==> config.mk <==
export PLATFORM = sky130hd
export DESIGN_NAME = vram_arbiter
export DESIGN_NICKNAME = d
export VERILOG_FILES = /design/src/rtl/vram_arbiter.sv
export SDC_FILE = /design/constraint.sdc
export NUM_CORES = 1
export LEC_CHECK = 0
export CAP_MARGIN = 20
export CORE_ASPECT_RATIO = 1.1
export CORE_MARGIN = 5
export CORE_UTILIZATION = 31
export DETAILED_ROUTE_END_ITERATION = 6
export PLACE_DENSITY_LB_ADDON = 0.2
export SLEW_MARGIN = 20
export SYNTH_ARGS = -nofsm -noshare
export SYNTH_HDL_FRONTEND = slang
export SYNTH_SLANG_ARGS = --single-unit
export TNS_END_PERCENT = 100
==> constraint.sdc <==
create_clock -name clk -period 2.7 [get_ports clk]
set_input_delay 0.54 -clock clk [delete_from_list [all_inputs] [get_ports clk]]
set_output_delay 0.54 -clock clk [all_outputs]
set_load 0.1 [all_outputs]
==> src/rtl/vram_arbiter.sv <==
// ---------------------------------------------------------------------------
// vram_arbiter
//   Shares one 64K x 8 synchronous RAM between a CPU port and a video read
//   port. At most one access is issued per cycle. Video normally wins a
//   collision. After STARVE_LIMIT consecutive CPU losses, the CPU is forced
//   a grant. Read data returns two cycles after issue. A two-stage tag
//   pipeline steers each return to the port that issued the read.
//
// Parameters
//   STARVE_LIMIT  consecutive CPU losses before a forced CPU grant (1..15)
//
// Ports
//   clk, reset_n                 clock, synchronous active-low reset
//   cpu_req/we/addr/wdata        CPU request (held until cpu_ack)
//   cpu_ack                      combinational; CPU access issued this cycle
//   cpu_rdata/cpu_rvalid         registered CPU read return
//   vid_req/vid_addr             video read request (held until vid_ack)
//   vid_ack                      combinational; video read issued this cycle
//   vid_rdata/vid_rvalid         registered video read return
//   ram_addr/wdata/we            RAM command, driven in the issue cycle
//   ram_rdata                    RAM data, valid the cycle after the address
// ---------------------------------------------------------------------------
module vram_arbiter #(
  parameter int unsigned STARVE_LIMIT = 3
) (
  input  logic        clk,
  input  logic        reset_n,
  input  logic        cpu_req,
  input  logic        cpu_we,
  input  logic [15:0] cpu_addr,
  input  logic [7:0]  cpu_wdata,
  output logic        cpu_ack,
  output logic [7:0]  cpu_rdata,
  output logic        cpu_rvalid,
  input  logic        vid_req,
  input  logic [15:0] vid_addr,
  output logic        vid_ack,
  output logic [7:0]  vid_rdata,
  output logic        vid_rvalid,
  output logic [15:0] ram_addr,
  output logic [7:0]  ram_wdata,
  output logic        ram_we,
  input  logic [7:0]  ram_rdata
);

  typedef enum logic [1:0] {
    TAG_NONE = 2'd0,
    TAG_CPU  = 2'd1,
    TAG_VID  = 2'd2
  } tag_e;

  localparam logic [3:0] LIMIT = 4'(STARVE_LIMIT);

  logic [3:0] starve_q, starve_d;
  tag_e       tag1_q, tag1_d;   // read issued last cycle; RAM data valid now
  tag_e       tag2_q, tag2_d;   // read whose data sits in an rdata register
  logic [7:0] cpu_rdata_q, cpu_rdata_d;
  logic [7:0] vid_rdata_q, vid_rdata_d;

  logic starve_hit;
  logic grant_cpu;
  logic grant_vid;

  // Grant decision. reset_n gates both grants so nothing reaches the RAM
  // while reset is asserted, whatever the requesters do.
  always_comb begin
    starve_hit = (starve_q == LIMIT);
    grant_cpu  = reset_n & cpu_req & (~vid_req | starve_hit);
    grant_vid  = reset_n & vid_req & ~grant_cpu;
  end

  // RAM command mux. Write data is forced to zero unless a write is issued.
  always_comb begin
    ram_addr  = 16'h0000;
    ram_wdata = 8'h00;
    ram_we    = 1'b0;
    if (grant_vid) begin
      ram_addr = vid_addr;
    end else if (grant_cpu) begin
      ram_addr = cpu_addr;
      ram_we   = cpu_we;
      if (cpu_we) begin
        ram_wdata = cpu_wdata;
      end
    end
  end

  always_comb begin
    // Count only collisions that video wins. A CPU grant or an idle CPU
    // clears the count. The count cannot pass LIMIT because reaching it
    // forces the CPU grant.
    starve_d = 4'd0;
    if (grant_vid && cpu_req) begin
      starve_d = 4'(starve_q + 4'd1);
    end

    tag1_d = TAG_NONE;
    if (grant_vid) begin
      tag1_d = TAG_VID;
    end else if (grant_cpu && !cpu_we) begin
      tag1_d = TAG_CPU;
    end
    tag2_d = tag1_q;

    // Capture RAM data for the read issued last cycle. Otherwise hold.
    cpu_rdata_d = cpu_rdata_q;
    vid_rdata_d = vid_rdata_q;
    if (tag1_q == TAG_CPU) begin
      cpu_rdata_d = ram_rdata;
    end
    if (tag1_q == TAG_VID) begin
      vid_rdata_d = ram_rdata;
    end
  end

  // Clearing both tag stages on reset drops every read in flight, even for a
  // one-cycle reset pulse.
  always_ff @(posedge clk) begin
    if (!reset_n) begin
      starve_q    <= 4'd0;
      tag1_q      <= TAG_NONE;
      tag2_q      <= TAG_NONE;
      cpu_rdata_q <= 8'h00;
      vid_rdata_q <= 8'h00;
    end else begin
      starve_q    <= starve_d;
      tag1_q      <= tag1_d;
      tag2_q      <= tag2_d;
      cpu_rdata_q <= cpu_rdata_d;
      vid_rdata_q <= vid_rdata_d;
    end
  end

  assign cpu_ack    = grant_cpu;
  assign vid_ack    = grant_vid;
  assign cpu_rdata  = cpu_rdata_q;
  assign vid_rdata  = vid_rdata_q;
  // The valid strobes are decoded directly from the second tag stage flops.
  assign cpu_rvalid = (tag2_q == TAG_CPU);
  assign vid_rvalid = (tag2_q == TAG_VID);

endmodule

# [After elaboration in Yosys (flattened, before gate mapping)]
# Cells that the tools add are included.
# Widths: inputs -> output; s select.
[classes] add_sub_neg=1 mul=0 n_div=0 order_cmp=0 n_eq_ne=5 shifts=0 muxes=9 bitwise=8 n_reduce_logical=5
[op_table] op="$mux 16" count=2
[op_table] op="$mux 8" count=3
[op_table] op="$add 4x1->4 const B" count=1
[op_table] op="$and 1x1->1" count=4
[op_table] op="$eq 2x1->1 const B" count=2
[op_table] op="$eq 2x2->1 const B" count=2
[op_table] op="$eq 4x2->1 const B" count=1
[op_table] op="$mux 1" count=3
[op_table] op="$not 1->1" count=3
[op_table] op="$logic_and 1x1->1" count=2
[op_table] op="$mux 2" count=1
[op_table] op="$reduce_and 2->1" count=1
[op_table] op="$reduce_or 2->1" count=1
[op_table] op="$logic_not 1->1" count=1
[op_table] op="$or 1x1->1" count=1
[totals] reg_bits=24 latchBits=0 ramBits=0 rom_bits=0 output_inout_bits=45 elab_cells=34 memories=0

# [Longest topological paths before layout]
# Gate-level depths: netlist (run 1).
[depth] ltp_word=7 depth_mapped=6

# [Worst setup path before layout (run 1)]
# OpenSTA, ideal clock, no wires.
[synth_path] kind="register to output" startpoint="register starve_q[0]" endpoint="output port ram_addr[10]" arrival_ps=2510 path_slack_ps=-350 path_stages_with_launch=6 n_path_buf=1 cell_sequence="dfxtp_1 -> ha_1 -> or3b_4 -> a21oi_2 -> buf_2 -> a22o_1"
[synth_between] elab_chain_cells=6 word_cells_on_any_way=7 classes_between="eq/ne: 1; mux: 2; bitwise: 4"
[synth_lines] element="start, declared" line="54" text="logic [3:0] starve_q, starve_d;"
[synth_lines] element="start signal, assigned" line="126" text="starve_q <= starve_d;"
[synth_lines] element="$eq 4x2->1 *" line="67" text="starve_hit = (starve_q == LIMIT);"
[synth_lines] element="$or 1x1->1 *" line="68" text="grant_cpu = reset_n & cpu_req & (~vid_req | starve_hit);"
[synth_lines] element="$and 1x1->1 *" line="68"
[synth_lines] element="net cpu_ack" line="32" text="output logic cpu_ack,"
[synth_lines] element="$not 1->1" line="69" text="grant_vid = reset_n & vid_req & ~grant_cpu;"
[synth_lines] element="$and 1x1->1" line="69"
[synth_lines] element="$mux 16 *" line="77" text="if (grant_vid) begin"
[synth_lines] element="end, declared" line="40" text="output logic [15:0] ram_addr,"
# Mark *: on every way through the listed nets, which the timed path passes. The rest lies on a longest branch.

# [Worst setup path in the final report (run 1)]
[layout_path] startpoint="register starve_q[0]" endpoint="output port ram_wdata[6]"
[layout_between] elab_chain_cells=6 word_cells_on_any_way=7 classes_between="eq/ne: 1; mux: 2; bitwise: 4"
[layout_lines] element="$eq 4x2->1 *" line="67"
[layout_lines] element="$or 1x1->1 *" line="68"
[layout_lines] element="$and 1x1->1 *" line="68"
[layout_lines] element="$not 1->1" line="69"
[layout_lines] element="$and 1x1->1" line="69"
[layout_lines] element="$mux 8 *" line="77"
[layout_lines] element="end, declared" line="41" text="output logic [7:0] ram_wdata,"
# Every way passes the cells marked *; elsewhere a longest branch is shown, timed or not.

==> results by group, run 1 <==
Outcome
  • Run status: finished clean

Logic synthesis
  • Synth unique cells: 20
  • Synth Area in Compound Gates: 0.149
  • #FFs+latches synth: 24
  • Post-Synth XOR/XNOR Area: 0.0155
  • Proportion of synthesized area in mux cells: 0.141
  • YS warnings: 0
  • Sequential cell area fraction in the yosys report: 0.424
  • Post-Synth Adder-Cell Area: 0.0110
  • Largest family of logic cells by synthesized area: simple AND/OR/NAND/NOR gates
  • Syn Nets: about 170
  • Syn Inst Count: around 110
  • Mapped Area: 1130 sq um
  • Area fraction in and, or, nand and nor cells after synthesis: 0.215
  • Syn avg cell area: 10.1 sq um

Finish
  • Sequential Area: between 400 and 500 sq um
  • Commonest non-fill, non-tap cell in the layout: clkdlybuf4s50_1
  • Commonest cells after routing, fill and taps aside: clkdlybuf4s50_1 (52), buf_12 (28), dfxtp_1 (24), nor2b_1 (19), buf_4 (19)
  • Layout cell share with drive strength beyond 1: 0.300
  • Final-layout fill cell count: 285
  • ANT cells: 0
  • Multi-input gate area: 621 sq um
  • Nets: 262
  • Syn-to-layout area delta: 118%

Timing
  • Final Max Tran Viols: 0
  • Max Clock Freq: ~0.38 GHz
  • Post-route clock period utilization: 0.966
  • RSZ-0062 raised after global routing: false
  • Setup TNS: 0 ns
  • Final WS setup: approximately 0.092 ns
  • Max-slew headroom: 0.625
  • Clock Skew: 0.00488 ns
  • Final period demand of the worst path: 2.61 ns
  • Final Hold Viols: 0
  • Final setup viols: 0
  • Slew of the pin with the lowest slew margin: roughly 0.56 ns

GRT
  • Total GRT Usage: 0.164
  • Largest net degree at the start of global routing: 28
  • Number of global-route vias before repair: 1252
  • Initial antenna violation count: 0
  • Total gr overflow: 0
  • First-pass GRT wire length: 6000 um

Drt
  • Drt first pass iters: 4
  • Via-to-Cell Ratio: 4.70
  • Detailed-route via count: between 1000 and 1500
  • DRT antenna net count: 0
  • Residual DRC count: 0
  • Routed wire per std cell: 16.7 um
  • Iter 0 DRT Violations: 21
  • Total wire length: about 4300 um

Floorplan
  • Die W: approximately 68 um
  • Die ar.: 4960 sq um
  • IO Count: 98
  • Core area: 3600 sq um
  • Starting density of the core: 0.315
  • Row count: 23
  • Die height: 73.4 um

Worst hold path
  • WHS Endpoint: tag2_q[0]$_SDFF_PN0_
  • HP Class: reg -> reg
  • Hold_sp: tag1_q[0]$_SDFF_PP0_
  • Hold depth: 1

Worst setup path
  • R2R setup slack: 1.13 ns
  • R2r endpoint: tag1_q[0]$_SDFF_PP0_
  • Type of origin of the critical path: register
  • R2R depth: 5
  • Required time of the critical path: 2.16 ns
  • Setup CP Type: reg -> out
  • CP arrival: ~2.1 ns
  • Crit Reg-Reg Startpoint: starve_q[0]$_SDFF_PN0_
  • CP Capture Type: output port
  • CP max FO: 27

Clock network
  • TritonCTS Buffers: 3
  • CTS Buffer Depth: 2
  • Worst-Skew Late Latency: 0.26 ns
  • Post-CTS Setup Bufs: 0
  • Root buf cell: clkbuf_8
  • CTS tree: yes
  • Depth of the CTS H-tree: 1
  • Clk sinks: 24
  • Clock-pin transition on the worst setup and hold timing paths: 0.08 ns

Power
  • Pwr per Cell Area: 456 nW/um^2
  • Cell leakage power: ~1.1 nW
  • Max VDD drop: 0.365 mV

Place
  • Pre-CTS setup slack: 0.0258 ns
  • I/O Buffers: just under 100
  • GP Congestion: 0.721
  • Hpwl dp: 3670 um

Run
  • MaxCap Viol Count: 0
## per-stage QoR
| step | hold WS [ns] | instance area (sq um) | power [mW] | util | std cells |
|---|---|---|---|---|---|
| floorplan | 0.433 | 1140 | 0.635 | - | 112 |
| global placement | 0.443 | 2390 | 0.820 | 0.664 | 253 |
| detailed placement | 0.467 | 2390 | 0.827 | 0.664 | 253 |
| CTS | 0.479 | 2460 | 1.13 | 0.683 | 257 |
| global route | 0.510 | 2470 | 1.16 | 0.686 | 257 |
| finish | 0.485 | 2470 | 1.12 | 0.686 | 257 |
## state kept, by name (all words and copies together) (netlist names)
signal and cells:
cpu_rdata 8, starve_q 4, tag1_q 2, tag2_q 2, vid_rdata 8
## cells by family (layout without fill, tap and decap cells)
kind of cell / Yosys count / after routing
flops: 24 / 24
simple gates: 40 / 40
buf+inv: 10 / 105
compound gates: 19 / 19
mux: 16 / 16
fa+ha+maj: 1 / 1
xor+xnor: 2 / 2
## critical path, stage by stage, from the launching register on
cell	delay, ns
dfxtp_1	0.37
ha_1	0.20
or3b_4	0.42
a21oi_2	0.20
buf_12	0.18
and3_1	0.23
buf_12	0.19
## layout make-up
| class | instances | area share |
|---|---|---|
| timing repair buffer | 99 | 0.496 |
| clock buffer | 3 | 0.0167 |
| multi-input combinational | 78 | 0.252 |
| inverter | 2 | 0.00304 |
| sequential | 24 | 0.195 |
| clock inverter | 1 | 0.0122 |
| tap | 50 | 0.0254 |
## synth_stat cells
cell type	number	share of area
ha_1	1	0.011
clkbuf_1	4	0.013
and2_1	3	0.017
xor2_1	1	0.0077
xnor2_1	1	0.0077
nor3_1	4	0.018
nand3_1	1	0.0044
buf_2	3	0.013
a21oi_2	1	0.0077
or3b_4	1	0.0099
nand2b_1	2	0.011
mux2i_1	16	0.14
dfxtp_1	24	0.42
nand2_1	2	0.0066
and3_1	8	0.044
a22o_1	16	0.12
buf_6	1	0.0099
o211a_1	2	0.018
nor2b_1	19	0.10
inv_1	2	0.0066
## routing by layer
layer  part of all wire  GRT usage  vias to the layer above  wire [um]
met5                  0          0                        -          0
met4              0.029     0.0608                        0        126
met3              0.048     0.0428                       10        207
met2               0.62      0.335                       37       2640
met1               0.31      0.145                      577       1320
li1                   -          -                      584          -
## timing repair
item | in CTS | in global routing
setup endpoints to repair | 16 | 16
hold buffers | 0 | 0
resized for setup | 1 | 1
## worst max-delay path by stage
stage / from / endpoint / slack [ns] / cells after the start
after CTS: starve_q[0]$_SDFF_PN0_ / ram_addr[8] / 0.02 / 5
after global routing: starve_q[0]$_SDFF_PN0_ / ram_addr[7] / 0.02 / 5
after floorplan: starve_q[0]$_SDFF_PN0_ / ram_addr[10] / -0.08 / 5
after global placement: vid_req / ram_addr[14] / 0.10 / 4
final: starve_q[0]$_SDFF_PN0_ / ram_wdata[6] / 0.09 / 6
after detailed placement: vid_req / ram_addr[14] / 0.03 / 4
## where the power goes
group,internal [mW],leakage (nW),switching [mW]
logic,0.179,0.884,0.268
clock network,0.198,0.0357,0.108
registers,0.365,0.195,0.00609
total,0.742,1.11,0.382
Note: power is estimated with default switching activity, not from simulation.
==> run 2, diff against run 1 <==
CORE_ASPECT_RATIO = 1.5   (was 1.1)
HOLD_SLACK_MARGIN = 0.06   (was unset)
==> run 2 against run 1 <==
  * Via count did not move
  * Critical path depth unchanged
  * Final area is 0.36% lower
  * Worst hold slack got worse by 0.014 ns
  * Core utilization down 0.57 points
  * Setup slack improved by 0.0049 ns
  * Combinational power barely moved
  * Sequential cell count unchanged
  * Clock power fell by 2%
  * Fmax increased by 0.19%
  * Critical path type unchanged
==> results by group, run 2 (synthesis results as in run 1) <==
Floorplan
  • Die ar.: 4990 sq um (+0.47%)
  • Die height: 84.0 um (+14%)
  • Die W: 59.3 um (-12%)
  • Core area: 3610 sq um (+0.49%)
  • Row count: 27 (+17%)
  • Starting density of the core: 0.313 (-0.00153)
  • IO Count: 98 (unchanged)

Drt
  • WL met3: 543 um (+160%)
  • Routed wire per std cell: 15.4 um (-7.6%)
  • Drt first pass iters: 4 (unchanged)
  • DR top layer: met4
  • Residual DRC count: 0 (unchanged)
  • Met1 Wirelength: 1250 um (-5.5%)
  • DRT antenna net count: 0 (unchanged)
  • Via-to-Cell Ratio: 4.83 (+2.8%)
  • Detailed-route via count: 1208 (unchanged)
  • Met2 wire len: 2020 um (-23%)
  • Iter 0 DRT Violations: 23 (+9.5%)
  • Total wire length: 3860 um (-10%)

Place
  • Hpwl dp: 3340 um (-9.0%)
  • I/O Buffers: 97 (unchanged)
  • Dpl cell area: 2380 sq um (-0.37%)
  • GP Congestion: 0.860 (+19%)

Clock network
  • CTS Buffer Depth: 2 (unchanged)
  • TritonCTS Buffers: 3 (unchanged)
  • Root buf cell: clkbuf_8
  • CTS tree: yes
  • Clk sinks: 24 (unchanged)
  • Depth of the CTS H-tree: 1 (unchanged)
  • Worst-Skew Late Latency: 0.26 ns (about the same)
  • Clock-pin transition on the worst setup and hold timing paths: 0.08 ns (about the same)
  • Post-CTS Setup Bufs: 0 (unchanged)

Finish
  • Layout cell share with drive strength beyond 1: 0.300 (unchanged)
  • ANT cells: 0 (unchanged)
  • Nets: 262 (unchanged)
  • Syn-to-layout area delta: 117%
  • Final-layout fill cell count: 279 (-2.1%)
  • Commonest non-fill, non-tap cell in the layout: clkdlybuf4s50_1
  • Cell area after layout: 2460 sq um (-0.36%)
  • Commonest cells after routing, fill and taps aside: clkdlybuf4s50_1 (52), buf_12 (28), dfxtp_1 (24), nor2b_1 (19), buf_4 (19)

Worst hold path
  • HP Class: reg -> reg

Timing
  • Setup TNS: 0 ns (unchanged)
  • Post-route clock period utilization: 0.964 (-0.00182)
  • Slew of the pin with the lowest slew margin: 0.532 ns (-0.0301 ns)
  • Clock Skew: 0.00367 ns (-0.00122 ns)
  • Max Clock Freq: 0.384 GHz (+0.19%)
  • Final hold slack: 0.471 ns (-0.0140 ns)
  • Final Max Tran Viols: 0 (unchanged)
  • Max-slew headroom: 0.645 (+0.0201)
  • Final setup viols: 0 (unchanged)
  • Final Hold Viols: 0 (unchanged)
  • Final period demand of the worst path: 2.60 ns (-0.00490 ns)

Worst setup path
  • CP arrival: 2.06 ns (about the same)
  • Type of origin of the critical path: register
  • CP Buf/Inv Count: 2 (unchanged)
  • Required time of the critical path: 2.16 ns (about the same)
  • CP Capture Type: output port
  • CP cell instances: ha_1 -> or3b_4 -> a21oi_2 -> buf_12 -> and3_1 -> buf_12
  • Setup CP Type: reg -> out
  • Worst path slowest cell: or3b_4
  • Cell mode on critical path: buf_12
  • CP max FO: 27 (unchanged)
  • Family with the most delay on the worst path: simple AND/OR/NAND/NOR gates
  • Slowest stage delay, CP: 0.42 ns (about the same)

Run
  • MaxCap Viol Count: 0 (unchanged)

GRT
  • Largest net degree at the start of global routing: 28 (unchanged)
  • Total GRT Usage: 0.159 (-0.00493)
  • First-pass GRT wire length: 6170 um (+2.7%)
  • Number of global-route vias before repair: 1365 (+9.0%)
  • Total gr overflow: 0 (unchanged)
  • Initial antenna violation count: 0 (unchanged)

Power
  • Max VDD drop: 0.302 mV (-17%)
  • Cell leakage power: 1.11 nW (unchanged)
  • Pwr per Cell Area: 454 nW/um^2 (-0.34%)

Outcome
  • Run status: finished clean
==> run 2: cell counts in the layout (fill, tap and decap cells not counted) <==
No cell type changed its count.
==> run 2: where the power goes <==
group / switching [mW] / internal (mW) / total [mW]
clock: 0.102 / 0.198 / 0.300
sequential: 0.00582 / 0.365 / 0.371
combinational: 0.267 / 0.179 / 0.446
total: 0.374 / 0.742 / 1.12
==> run 2: area by class of cell <==
class	instances	area, sq um	area share
inverters	2	7.51	0.00305
multi-input cells	78	621	0.253
repair buffers	99	1220	0.498
clock buffers	3	41.3	0.0168
flip-flops and latches	24	480	0.196
clock inverters	1	30.0	0.0122
well taps	43	53.8	0.0219
==> run 2: repair_timing <==
| item | in CTS | in global routing |
|---|---|---|
| setup endpoints to repair | 16 | 16 |
| hold buffers | 0 | 0 |
| resized for setup | 1 | 1 |
==> run 2: worst paths after layout <==
path                            endpoint  cells after the start  slack [ns]                    from
setup reg to reg    tag1_q[0]$_SDFF_PP0_                      5        1.13  starve_q[0]$_SDFF_PN0_
hold reg to reg   starve_q[0]$_SDFF_PN0_                      1        0.47  starve_q[0]$_SDFF_PN0_
setup / recovery            ram_wdata[3]                      6         0.1  starve_q[0]$_SDFF_PN0_
hold / removal    starve_q[0]$_SDFF_PN0_                      1        0.47  starve_q[0]$_SDFF_PN0_
==> run 2: per-layer routing <==
layer	track usage	vias up
met5	0	-
met4	0.0495	0
met3	0.0774	4
met2	0.281	77
met1	0.155	541
li1	-	586
==> run 2: worst reg2reg max path: stages, from the launching register on <==
cell and delay (ns):
dfxtp_1 0.36, ha_1 0.19, or3b_4 0.42, a21oi_2 0.21
buf_12 0.19, nor2b_1 0.14
==> run 2: stage by stage <==
step	utilization	setup WS, ns	cells	power, mW
2_1_floorplan	-	-0.0787	112	0.635
3_3_place_gp	0.658	0.133	246	0.821
3_5_place_dp	0.658	0.0778	246	0.826
4_1_cts	0.678	0.0266	250	1.13
5_1_grt	0.680	-0.000960	250	1.16
6_report	0.680	0.0970	250	1.12
